File: config.mk
export PLATFORM = sky130hd
export DESIGN_NAME = mem_arbiter_rr
export DESIGN_NICKNAME = d
export VERILOG_FILES = /design/src/rtl/mem_arbiter_rr.sv
export SDC_FILE = /design/constraint.sdc
export NUM_CORES = 1
export LEC_CHECK = 0
export ABC_AREA = 1
export BUFFER_PORTS_ARGS = -buffer_cell sky130_fd_sc_hd__buf_2
export CORE_AREA = 2 2 524 526
export CTS_CLUSTER_SIZE = 25
export DETAILED_ROUTE_END_ITERATION = 12
export DIE_AREA = 0 0 526 528
export PLACE_DENSITY = 0.33
export SYNTH_ARGS = -nofsm -noshare
export SYNTH_HDL_FRONTEND = slang
export SYNTH_SLANG_ARGS = --single-unit
File: constraint.sdc
create_clock -name clk -period 3 [get_ports clk]
set_clock_uncertainty 0.1 [all_clocks]
set_input_delay 0.45 -clock clk [delete_from_list [all_inputs] [get_ports clk]]
set_output_delay 0.45 -clock clk [all_outputs]
set_load 0.02 [all_outputs]
File: src/rtl/mem_arbiter_rr.sv
// N-channel arbiter in front of a single line-wide memory: round-robin or fixed
// priority grant, registered request forwarding, write support and timeout abort.
module mem_arbiter_rr #(
   parameter int NUM_CH     = 2,
   parameter int ADDR_WIDTH = 16,
   parameter int LINE_WIDTH = 256,
   parameter int FIXED_PRIO = 0,
   parameter int TIMEOUT    = 64
) (
   input  logic                         clk,
   input  logic                         reset,
   input  logic [NUM_CH-1:0]            petition,
   input  logic [NUM_CH*ADDR_WIDTH-1:0] address,
   input  logic [NUM_CH-1:0]            we,
   input  logic [NUM_CH*LINE_WIDTH-1:0] dataWrite,
   output logic [NUM_CH-1:0]            serviceReady,
   output logic [LINE_WIDTH-1:0]        dataRead,
   output logic                         error,
   output logic                         petitionMem,
   output logic [ADDR_WIDTH-1:0]        addressMem,
   output logic                         weMem,
   output logic [LINE_WIDTH-1:0]        dataWriteMem,
   input  logic                         serviceReadyMem,
   input  logic [LINE_WIDTH-1:0]        dataReadMem
);

   localparam int CH_W  = $clog2(NUM_CH);
   localparam int CNT_W = $clog2(TIMEOUT);
   localparam logic [CNT_W-1:0]  CNT_LAST = CNT_W'(TIMEOUT - 1);
   localparam logic [CH_W-1:0]   LAST_RST = CH_W'(NUM_CH - 1);
   localparam logic [NUM_CH-1:0] ONE_HOT  = NUM_CH'(1);

   typedef enum logic [1:0] {
      IDLE = 2'd0,
      WAIT = 2'd1,
      RESP = 2'd2
   } state_t;

   state_t                 state_r, state_s;
   logic [CH_W-1:0]        grant_r, grant_s;
   logic [CH_W-1:0]        last_r, last_s;
   logic [CH_W-1:0]        winner_s;
   logic [CNT_W-1:0]       timeoutCnt_r, timeoutCnt_s;
   logic                   petitionMem_s, weMem_s, error_s;
   logic [ADDR_WIDTH-1:0]  addressMem_s;
   logic [LINE_WIDTH-1:0]  dataWriteMem_s, dataRead_s;
   logic [NUM_CH-1:0]      serviceReady_s;

   // Scan order starts just after the last served channel (or at 0 when fixed).
   function automatic logic [CH_W-1:0] pickWinner(input logic [NUM_CH-1:0] req,
                                                  input logic [CH_W-1:0]   last);
      logic [CH_W-1:0] win;
      logic            found;
      int              idx;
      win   = {CH_W{1'b0}};
      found = 1'b0;
      for (int k = 1; k <= NUM_CH; k++) begin
         idx   = (FIXED_PRIO != 0) ? (k - 1) : ((int'(last) + k) % NUM_CH);
         win   = (!found && req[idx]) ? CH_W'(idx) : win;
         found = found | req[idx];
      end
      return win;
   endfunction

   assign winner_s = pickWinner(petition, last_r);

   // Next-state and next-output logic for the IDLE/WAIT/RESP sequencer.
   always_comb begin
      state_s        = state_r;
      grant_s        = grant_r;
      last_s         = last_r;
      timeoutCnt_s   = timeoutCnt_r;
      petitionMem_s  = petitionMem;
      addressMem_s   = addressMem;
      weMem_s        = weMem;
      dataWriteMem_s = dataWriteMem;
      dataRead_s     = dataRead;
      serviceReady_s = {NUM_CH{1'b0}};
      error_s        = 1'b0;
      case (state_r)
         IDLE: begin
            if (|petition) begin
               grant_s        = winner_s;
               addressMem_s   = address[winner_s*ADDR_WIDTH +: ADDR_WIDTH];
               weMem_s        = we[winner_s];
               dataWriteMem_s = dataWrite[winner_s*LINE_WIDTH +: LINE_WIDTH];
               timeoutCnt_s   = {CNT_W{1'b0}};
               petitionMem_s  = 1'b1;
               state_s        = WAIT;
            end else begin
               state_s = IDLE;
            end
         end
         WAIT: begin
            // A memory answer in the final counted cycle still wins over the abort.
            if (serviceReadyMem) begin
               dataRead_s     = weMem ? dataRead : dataReadMem;
               petitionMem_s  = 1'b0;
               serviceReady_s = ONE_HOT << grant_r;
               state_s        = RESP;
            end else if (timeoutCnt_r == CNT_LAST) begin
               petitionMem_s  = 1'b0;
               serviceReady_s = ONE_HOT << grant_r;
               error_s        = 1'b1;
               state_s        = RESP;
            end else begin
               timeoutCnt_s = timeoutCnt_r + CNT_W'(1);
            end
         end
         RESP: begin
            last_s  = grant_r;
            state_s = IDLE;
         end
         default: begin
            petitionMem_s = 1'b0;
            state_s       = IDLE;
         end
      endcase
   end

   // State and registered outputs with synchronous reset.
   always_ff @(posedge clk) begin
      if (reset) begin
         state_r      <= IDLE;
         grant_r      <= {CH_W{1'b0}};
         last_r       <= LAST_RST;
         timeoutCnt_r <= {CNT_W{1'b0}};
         petitionMem  <= 1'b0;
         addressMem   <= {ADDR_WIDTH{1'b0}};
         weMem        <= 1'b0;
         dataWriteMem <= {LINE_WIDTH{1'b0}};
         dataRead     <= {LINE_WIDTH{1'b0}};
         serviceReady <= {NUM_CH{1'b0}};
         error        <= 1'b0;
      end else begin
         state_r      <= state_s;
         grant_r      <= grant_s;
         last_r       <= last_s;
         timeoutCnt_r <= timeoutCnt_s;
         petitionMem  <= petitionMem_s;
         addressMem   <= addressMem_s;
         weMem        <= weMem_s;
         dataWriteMem <= dataWriteMem_s;
         dataRead     <= dataRead_s;
         serviceReady <= serviceReady_s;
         error        <= error_s;
      end
   end

endmodule

==> flow_summary_export.csv, run 1 <==
group,metric,value,unit
outcome,result_of_the_run,"completed",
synth,ys_seq_area_frac,0.525,
power,power.combinational.fraction,0.247,
synth,postSynthNetCount,3538,
min_path,hold_depth,3,
timing,finalWorstPathRequiredPeriod,2880,ps
synth,ys_top_cells_by_area,"sky130_fd_sc_hd__dfxtp_1 (53%), sky130_fd_sc_hd__o21ai_1 (11%), sky130_fd_sc_hd__nand2_1 (10%)",
min_path,hold_path_end,"dataWriteMem[205]",
global_routing,grt_max_degree,109,
floorplanning,core.rowCount,192,
synth,synth.lib_cells_used.distinct,23,
detailed_routing,first_pass_iters,5,
global_routing,grt_antenna_before_repair,129,
timing,hold_viol,0,
power,clock_power_share,0.396,
floorplanning,total_die_area,278000,um^2
detailed_routing,vias_per_cell,3.32,
placed_design,place.port_buffers,1339,
power,power.internal,0.0158,W
synth,yosys.area.top_type,"sky130_fd_sc_hd__dfxtp_1",
layout,synthToLayoutAreaGrowth,105,%
clock_tree,worst_setup_hold_path_clk_slew,60,ps
global_routing,grt_use_total,0.117,
layout,finalCoreUtilization,0.155,
layout,fillers,31575,
synth,mean_area_per_synthesized_cell,7.58,um^2
critical_path,worst_path_most_repeated_cell,"sky130_fd_sc_hd__dlygate4sd3_1",
synth,syn_inst,2730,
placed_design,place.detailed.hpwl,139,mm
critical_path,r2r_slack,400,ps
critical_path,setup.worst_path.start_class,"input port",
detailed_routing,vias,28196,
clock_tree,cts-htree-levels,3,
critical_path,cp_cell_sequence,"dlygate4sd3_1 -> buf_2 -> inv_2 -> a21oi_4 -> buf_12 -> buf_4 -> nand2_1 -> a31oi_1 -> dlygate4sd3_1",
global_routing,grt_pass1_vias,28401,
power,share_seq_of_total_power,0.356,
clock_tree,clk_path_buf_depth,4,
detailed_routing,finalWirelength,171,mm
timing,rsz0062_at_grt,"false",
timing,slew-limit-headroom,0.609,
clock_tree,cts_tree,"built",
power,p_sw_frac,0.322,
critical_path,timing.critical_path.arrival,3500,ps
timing,fmax,0.347,GHz
clock_tree,clock_sink_count,543,
clock_tree,cts.root.buffer_cell,"sky130_fd_sc_hd__clkbuf_16",
synth,register_bit_total_from_synthesis,543,
critical_path,required,3620,ps
layout,nNetsFinal,5617,
critical_path,critical-path-max-stage-delay,720,ps
placed_design,globalplace.congestion,0.889,
timing,finalMaxSlewViolations,0,
floorplanning,die_height,528,um
critical_path,critical_path.endpoint_type,"flop",
floorplanning,core_area,272000,um^2
timing,worst-slew-pin-transition,586,ps
clock_tree,tritoncts.num_buffers,79,
global_routing,grt_pass1_wl,228,mm
power,p_sw,0.00749,W
critical_path,crit_type,"input port to flop",
power,power.density,550,nW/um^2
clock_tree,clkLatencyLatePin,750,ps
critical_path,r2r-end,"dataWriteMem[86]",
timing,finalSetupViolations,0,
power,static-leakage-power,19.0,nW
floorplanning,num_io_pins,1340,
critical_path,regToRegStartpoint,"last_r",
timing,final.setup.tns,0,ps
detailed_routing,routedWlPerCell,20.1,um
min_path,holdCritStartpoint,"dataWrite[461]",
synth,syn-cell-area,20700,um^2
power,vdd_drop_max,0.291,mV
critical_path,worstRegToRegCells,6,
detailed_routing,drt.antenna.violating_nets,0,
critical_path,critical_path.slowest_cell,"sky130_fd_sc_hd__dlygate4sd3_1",
global_routing,grt_overflow,0,
run,max-cap-violations,0,
detailed_routing,detail_route.drc_violations,0,
synth,synth_warnings,0,
layout,layout-drive-gt1-share,0.322,
synth,yosysTopAreaCellShare,0.525,
critical_path,critical_path_peak_fanout,63,
floorplanning,floorplan.initialDensity,0.0760,
detailed_routing,dr.first_iter.drc_count,1272,
timing,finalCritPeriodShare,0.961,
min_path,hold_path.class,"input port to flop",
floorplanning,die_x,526,um
## logic make-up after synthesis
| family | share of synthesized area |
|---|---|
| AO/OA/AOI/OAI | 0.214 |
| flip-flops | 0.525 |
| adder cells (fa/ha/maj) | 0.000604 |
| AND/OR/NAND/NOR | 0.204 |
| buffers and inverters | 0.0569 |
## power by group through the flow
stage               clock network, W  logic (W)  registers, W
global placement                   0    0.00466       0.00844
finish                       0.00923    0.00576       0.00830
global route                 0.00995    0.00623       0.00837
floorplan                          0    0.00153       0.00922
detailed placement                 0    0.00467       0.00844
CTS                          0.00973    0.00583       0.00830
## worst max-delay path, delay by kind of cell
family / cells / cell delay, ps
AOI/OAI and AO/OA: 2 / 470
buffers and inverters: 6 / 2160
and+or+nand+nor: 1 / 190
## cell usage in the layout (no fill, tap or decap), types with 2 or more instances in the layout
master                          instances
sky130_fd_sc_hd__a21oi_1                5
sky130_fd_sc_hd__a31oi_1              273
sky130_fd_sc_hd__buf_12                19
sky130_fd_sc_hd__buf_2               1339
sky130_fd_sc_hd__buf_4                 77
sky130_fd_sc_hd__bufinv_16              2
sky130_fd_sc_hd__clkbuf_1              15
sky130_fd_sc_hd__clkbuf_16             80
sky130_fd_sc_hd__clkbuf_8              15
sky130_fd_sc_hd__clkinv_2               9
sky130_fd_sc_hd__clkinvlp_4             6
sky130_fd_sc_hd__dfxtp_1              543
sky130_fd_sc_hd__diode_2               36
sky130_fd_sc_hd__dlygate4sd3_1        798
sky130_fd_sc_hd__inv_1                 16
sky130_fd_sc_hd__inv_2                  3
sky130_fd_sc_hd__inv_6                  5
sky130_fd_sc_hd__inv_8                  3
sky130_fd_sc_hd__nand2_1              577
sky130_fd_sc_hd__nand3_1                9
sky130_fd_sc_hd__nor2_1               522
sky130_fd_sc_hd__nor2_2                 2
sky130_fd_sc_hd__o21ai_0               77
sky130_fd_sc_hd__o21ai_1              458
## through the flow
stage	std cells	area, um^2	total power, W	setup WS, ps	hold slack, ps
detailed placement	7519	31800	0.0131	538	321
finish	8487	42400	0.0233	118	31.5
global placement	7519	31800	0.0131	538	321
global route	8465	42300	0.0245	60.8	6.40
floorplan	2730	20700	0.0107	1570	293
CTS	8450	42300	0.0239	141	0.212
## repair_timing
item                      in CTS  in global routing
hold buffers                 797                  1
gates resized for setup        0                  0
setup buffers                  0                  0
hold endpoints to repair     536                  1
## worst max-delay path by stage
stage / startpoint / endpoint / slack, ps / depth (start not counted)
final: petition[1] / dataWriteMem[86] / 120 / 9
after global routing: petition[1] / dataWriteMem[86] / 60 / 9
after CTS: petition[1] / dataWriteMem[86] / 140 / 9
after detailed placement: weMem / dataRead[152] / 540 / 6
after global placement: weMem / dataRead[152] / 540 / 6
after floorplan: timeoutCnt_r[0] / timeoutCnt_r[3] / 1570 / 9
## metal layers
layer	vias to the layer above	GRT usage	part of all wire
li1	13417	-	-
met3	343	0.0581	0.12
met2	1336	0.198	0.47
met1	13020	0.122	0.37
met4	80	0.0500	0.041
met5	-	0.00260	0.0036
## registers in the layout, indices dropped and copies added, names as in the netlist
name          count
dataRead        256
dataWriteMem    256
addressMem       16
timeoutCnt_r      6
serviceReady      2
state_r           2
error             1
grant_r           1
last_r            1
petitionMem       1
weMem             1
## cell type report
type	instances	area [um^2]	area share
sequential	543	10900	0.257
clock buffer	110	2260	0.0535
multi-input combinational	1930	8670	0.205
timing repair buffer	2233	15600	0.369
clock inverter	24	219	0.00517
antenna	36	90.1	0.00213
tap	3589	4490	0.106
inverter	22	105	0.00248
## synthesized netlist by cell type
master and number:
sky130_fd_sc_hd__clkbuf_2 2, sky130_fd_sc_hd__dfxtp_1 543, sky130_fd_sc_hd__nand4_1 1, sky130_fd_sc_hd__nor4_1 1
sky130_fd_sc_hd__a31oi_1 273, sky130_fd_sc_hd__inv_1 16, sky130_fd_sc_hd__nand3_1 9, sky130_fd_sc_hd__ha_1 1
sky130_fd_sc_hd__nand2_2 1, sky130_fd_sc_hd__a21oi_2 1, sky130_fd_sc_hd__o21bai_1 1, sky130_fd_sc_hd__nand2_1 577
sky130_fd_sc_hd__nor2_2 2, sky130_fd_sc_hd__nor2_1 522, sky130_fd_sc_hd__buf_1 3, sky130_fd_sc_hd__nor2_4 1
sky130_fd_sc_hd__buf_4 13, sky130_fd_sc_hd__o21ai_0 78, sky130_fd_sc_hd__a21oi_1 5, sky130_fd_sc_hd__clkbuf_1 87
sky130_fd_sc_hd__o21ai_1 457, sky130_fd_sc_hd__inv_2 6, sky130_fd_sc_hd__buf_2 130
Power figures use the tool's default switching activity.
==> inputs of run 2 (changes only) <==
--- a/config.mk
+++ b/config.mk
@@ -7,11 +7,15 @@
 export LEC_CHECK = 0
 export ABC_AREA = 1
 export BUFFER_PORTS_ARGS = -buffer_cell sky130_fd_sc_hd__buf_2
-export CORE_AREA = 2 2 524 526
+export CELL_PAD_IN_SITES_DETAIL_PLACEMENT = 0
+export CELL_PAD_IN_SITES_GLOBAL_PLACEMENT = 1
+export CORE_AREA = 2 2 529 531
+export CTS_CLUSTER_DIAMETER = 200
 export CTS_CLUSTER_SIZE = 25
 export DETAILED_ROUTE_END_ITERATION = 12
-export DIE_AREA = 0 0 526 528
-export PLACE_DENSITY = 0.33
+export DIE_AREA = 0 0 531 533
+export HOLD_SLACK_MARGIN = 0.06
+export PLACE_DENSITY = 0.39
 export SYNTH_ARGS = -nofsm -noshare
 export SYNTH_HDL_FRONTEND = slang
 export SYNTH_SLANG_ARGS = --single-unit
==> flow_summary_export.csv, run 2 (synthesis gave the netlist of run 1 again) <==
group,metric,value,unit
timing,finalWorstPathRequiredPeriod,2660,ps
critical_path,critical-path-max-stage-delay,630,ps
layout,finalCoreUtilization,0.147,
floorplanning,num_io_pins,1340,
timing,final.hold.worst_slack,110,ps
clock_tree,tritoncts.num_buffers,26,
global_routing,top_usage_layer,"met2",
floorplanning,core.rowCount,194,
floorplanning,die_x,531,um
global_routing,grt_max_degree,149,
layout,biggestRegsByFlops,"dataRead: 256 flops, dataWriteMem: 256 flops, addressMem: 16 flops",
floorplanning,floorplan.initialDensity,0.0745,
detailed_routing,vias,27416,
layout,mostFrequentLayoutCells,"sky130_fd_sc_hd__buf_2 (1339), sky130_fd_sc_hd__dlygate4sd3_1 (801), sky130_fd_sc_hd__nand2_1 (577)",
global_routing,grt_overflow,0,
critical_path,crit_buf_inv,6,
timing,final.setup.tns,0,ps
layout,layout-drive-gt1-share,0.308,
timing,rsz0062_at_grt,"false",
power,power.density,460,nW/um^2
critical_path,cpLargestDelayFamily,"buffers and inverters",
detailed_routing,vias_per_cell,3.22,
layout,fillers,32422,
global_routing,global_route_met3_utilization,0.0396,
critical_path,critical_path_peak_fanout,34,
detailed_routing,drt.antenna.violating_nets,0,
layout,nNetsFinal,5550,
timing,finalCritPeriodShare,0.888,
critical_path,timing.critical_path.arrival,3160,ps
run,max-cap-violations,0,
detailed_routing,detail_route.drc_violations,0,
global_routing,grt_pass1_wl,233,mm
clock_tree,clkLatencyLatePin,720,ps
global_routing,grt_antenna_before_repair,113,
layout,mostFrequentLayoutCell,"sky130_fd_sc_hd__buf_2",
critical_path,setup.worst_path.start_class,"input port",
floorplanning,total_die_area,283000,um^2
critical_path,critical_path.endpoint_type,"flop",
power,post-layout-total-power,0.0188,W
min_path,hold_path.class,"input port to flop",
global_routing,grt_pass1_vias,28409,
critical_path,cp_cell_sequence,"dlygate4sd3_1 -> buf_2 -> inv_8 -> buf_12 -> buf_12 -> o21ai_1 -> a31oi_1 -> dlygate4sd3_1",
global_routing,gr-usage-met1,0.127,
layout,synthToLayoutAreaGrowth,96.8,%
detailed_routing,dr.first_iter.drc_count,1244,
timing,finalSetupViolations,0,
floorplanning,die_height,533,um
global_routing,grt_use_total,0.117,
critical_path,crit_type,"input port to flop",
clock_tree,clock_sink_count,543,
critical_path,required,3500,ps
clock_tree,worst_setup_hold_path_clk_slew,120,ps
critical_path,critical_path.slowest_cell,"sky130_fd_sc_hd__dlygate4sd3_1",
detailed_routing,finalWirelength,174,mm
detailed_routing,first_pass_iters,7,
timing,hold_viol,0,
placed_design,globalplace.congestion,0.853,
placed_design,place.port_buffers,1339,
clock_tree,clk_path_buf_depth,3,
floorplanning,core_area,278000,um^2
outcome,result_of_the_run,"completed",
timing,worst-slew-pin-transition,972,ps
power,static-leakage-power,18.1,nW
clock_tree,cts_tree,"built",
clock_tree,cts.root.buffer_cell,"sky130_fd_sc_hd__clkbuf_16",
power,vdd_drop_max,0.442,mV
clock_tree,cts-htree-levels,1,
timing,fmax,0.375,GHz
timing,slew-limit-headroom,0.352,
global_routing,grt.met2_usage,0.215,
placed_design,place.detailed.hpwl,142,mm
detailed_routing,routedWlPerCell,20.5,um
timing,finalMaxSlewViolations,0,
clock_tree,cts_post_setup_buffers_inserted,0,
==> run 2: path summary, 6_finish.rpt <==
check | start | end | slack (ps) | cells past startpoint
min | dataWrite[95] | dataWriteMem[95] | 110 | 3
max reg2reg | last_r | dataWriteMem[171] | 500 | 6
min reg2reg | grant_r | serviceReady[0] | 320 | 1
max | reset | dataWriteMem[91] | 340 | 8
==> run 2: worst reg2reg max path, cell delays in order, from the launching register on <==
cell and delay (ps):
sky130_fd_sc_hd__dfxtp_1 350, sky130_fd_sc_hd__a21oi_4 240, sky130_fd_sc_hd__buf_12 260, sky130_fd_sc_hd__buf_4 580, sky130_fd_sc_hd__nand2_1 180, sky130_fd_sc_hd__a31oi_1 180
sky130_fd_sc_hd__dlygate4sd3_1 570
==> run 2: routing by layer <==
metal,wire length [um],up-vias
li1,-,13208
met1,65700,12816
met2,87300,1114
met3,15800,230
met4,5040,48
met5,317,-
==> run 2: final cells by class <==
type	count	area, um^2	share of cell area
Tap cell	3724	4660	0.114
Clock buffer	26	651	0.0160
Timing Repair Buffer	2219	15600	0.383
Clock inverter	5	82.6	0.00203
Multi-Input combinational cell	1930	8670	0.213
Sequential cell	543	10900	0.267
Antenna cell	38	95.1	0.00233
Inverter	22	105	0.00258
==> run 2: power by group <==
group	internal (W)	switching [W]	total, W
registers	0.00790	0.000409	0.00830
clock network	0.00168	0.00298	0.00466
logic	0.00246	0.00333	0.00579
==> run 2: repair_timing <==
action / CTS / global route
hold buffers: 801 / 0
gates resized for setup: 0 / 0
hold endpoints to repair: 535 / 0
==> run 2: through the flow <==
step | area (um^2) | instances | setup slack, ps
2_1_floorplan | 20700 | 2730 | 1570
3_3_place_gp | 31900 | 7637 | 720
3_5_place_dp | 31900 | 7637 | 688
4_1_cts | 40600 | 8469 | 347
5_1_grt | 40700 | 8494 | 301
6_report | 40700 | 8507 | 335
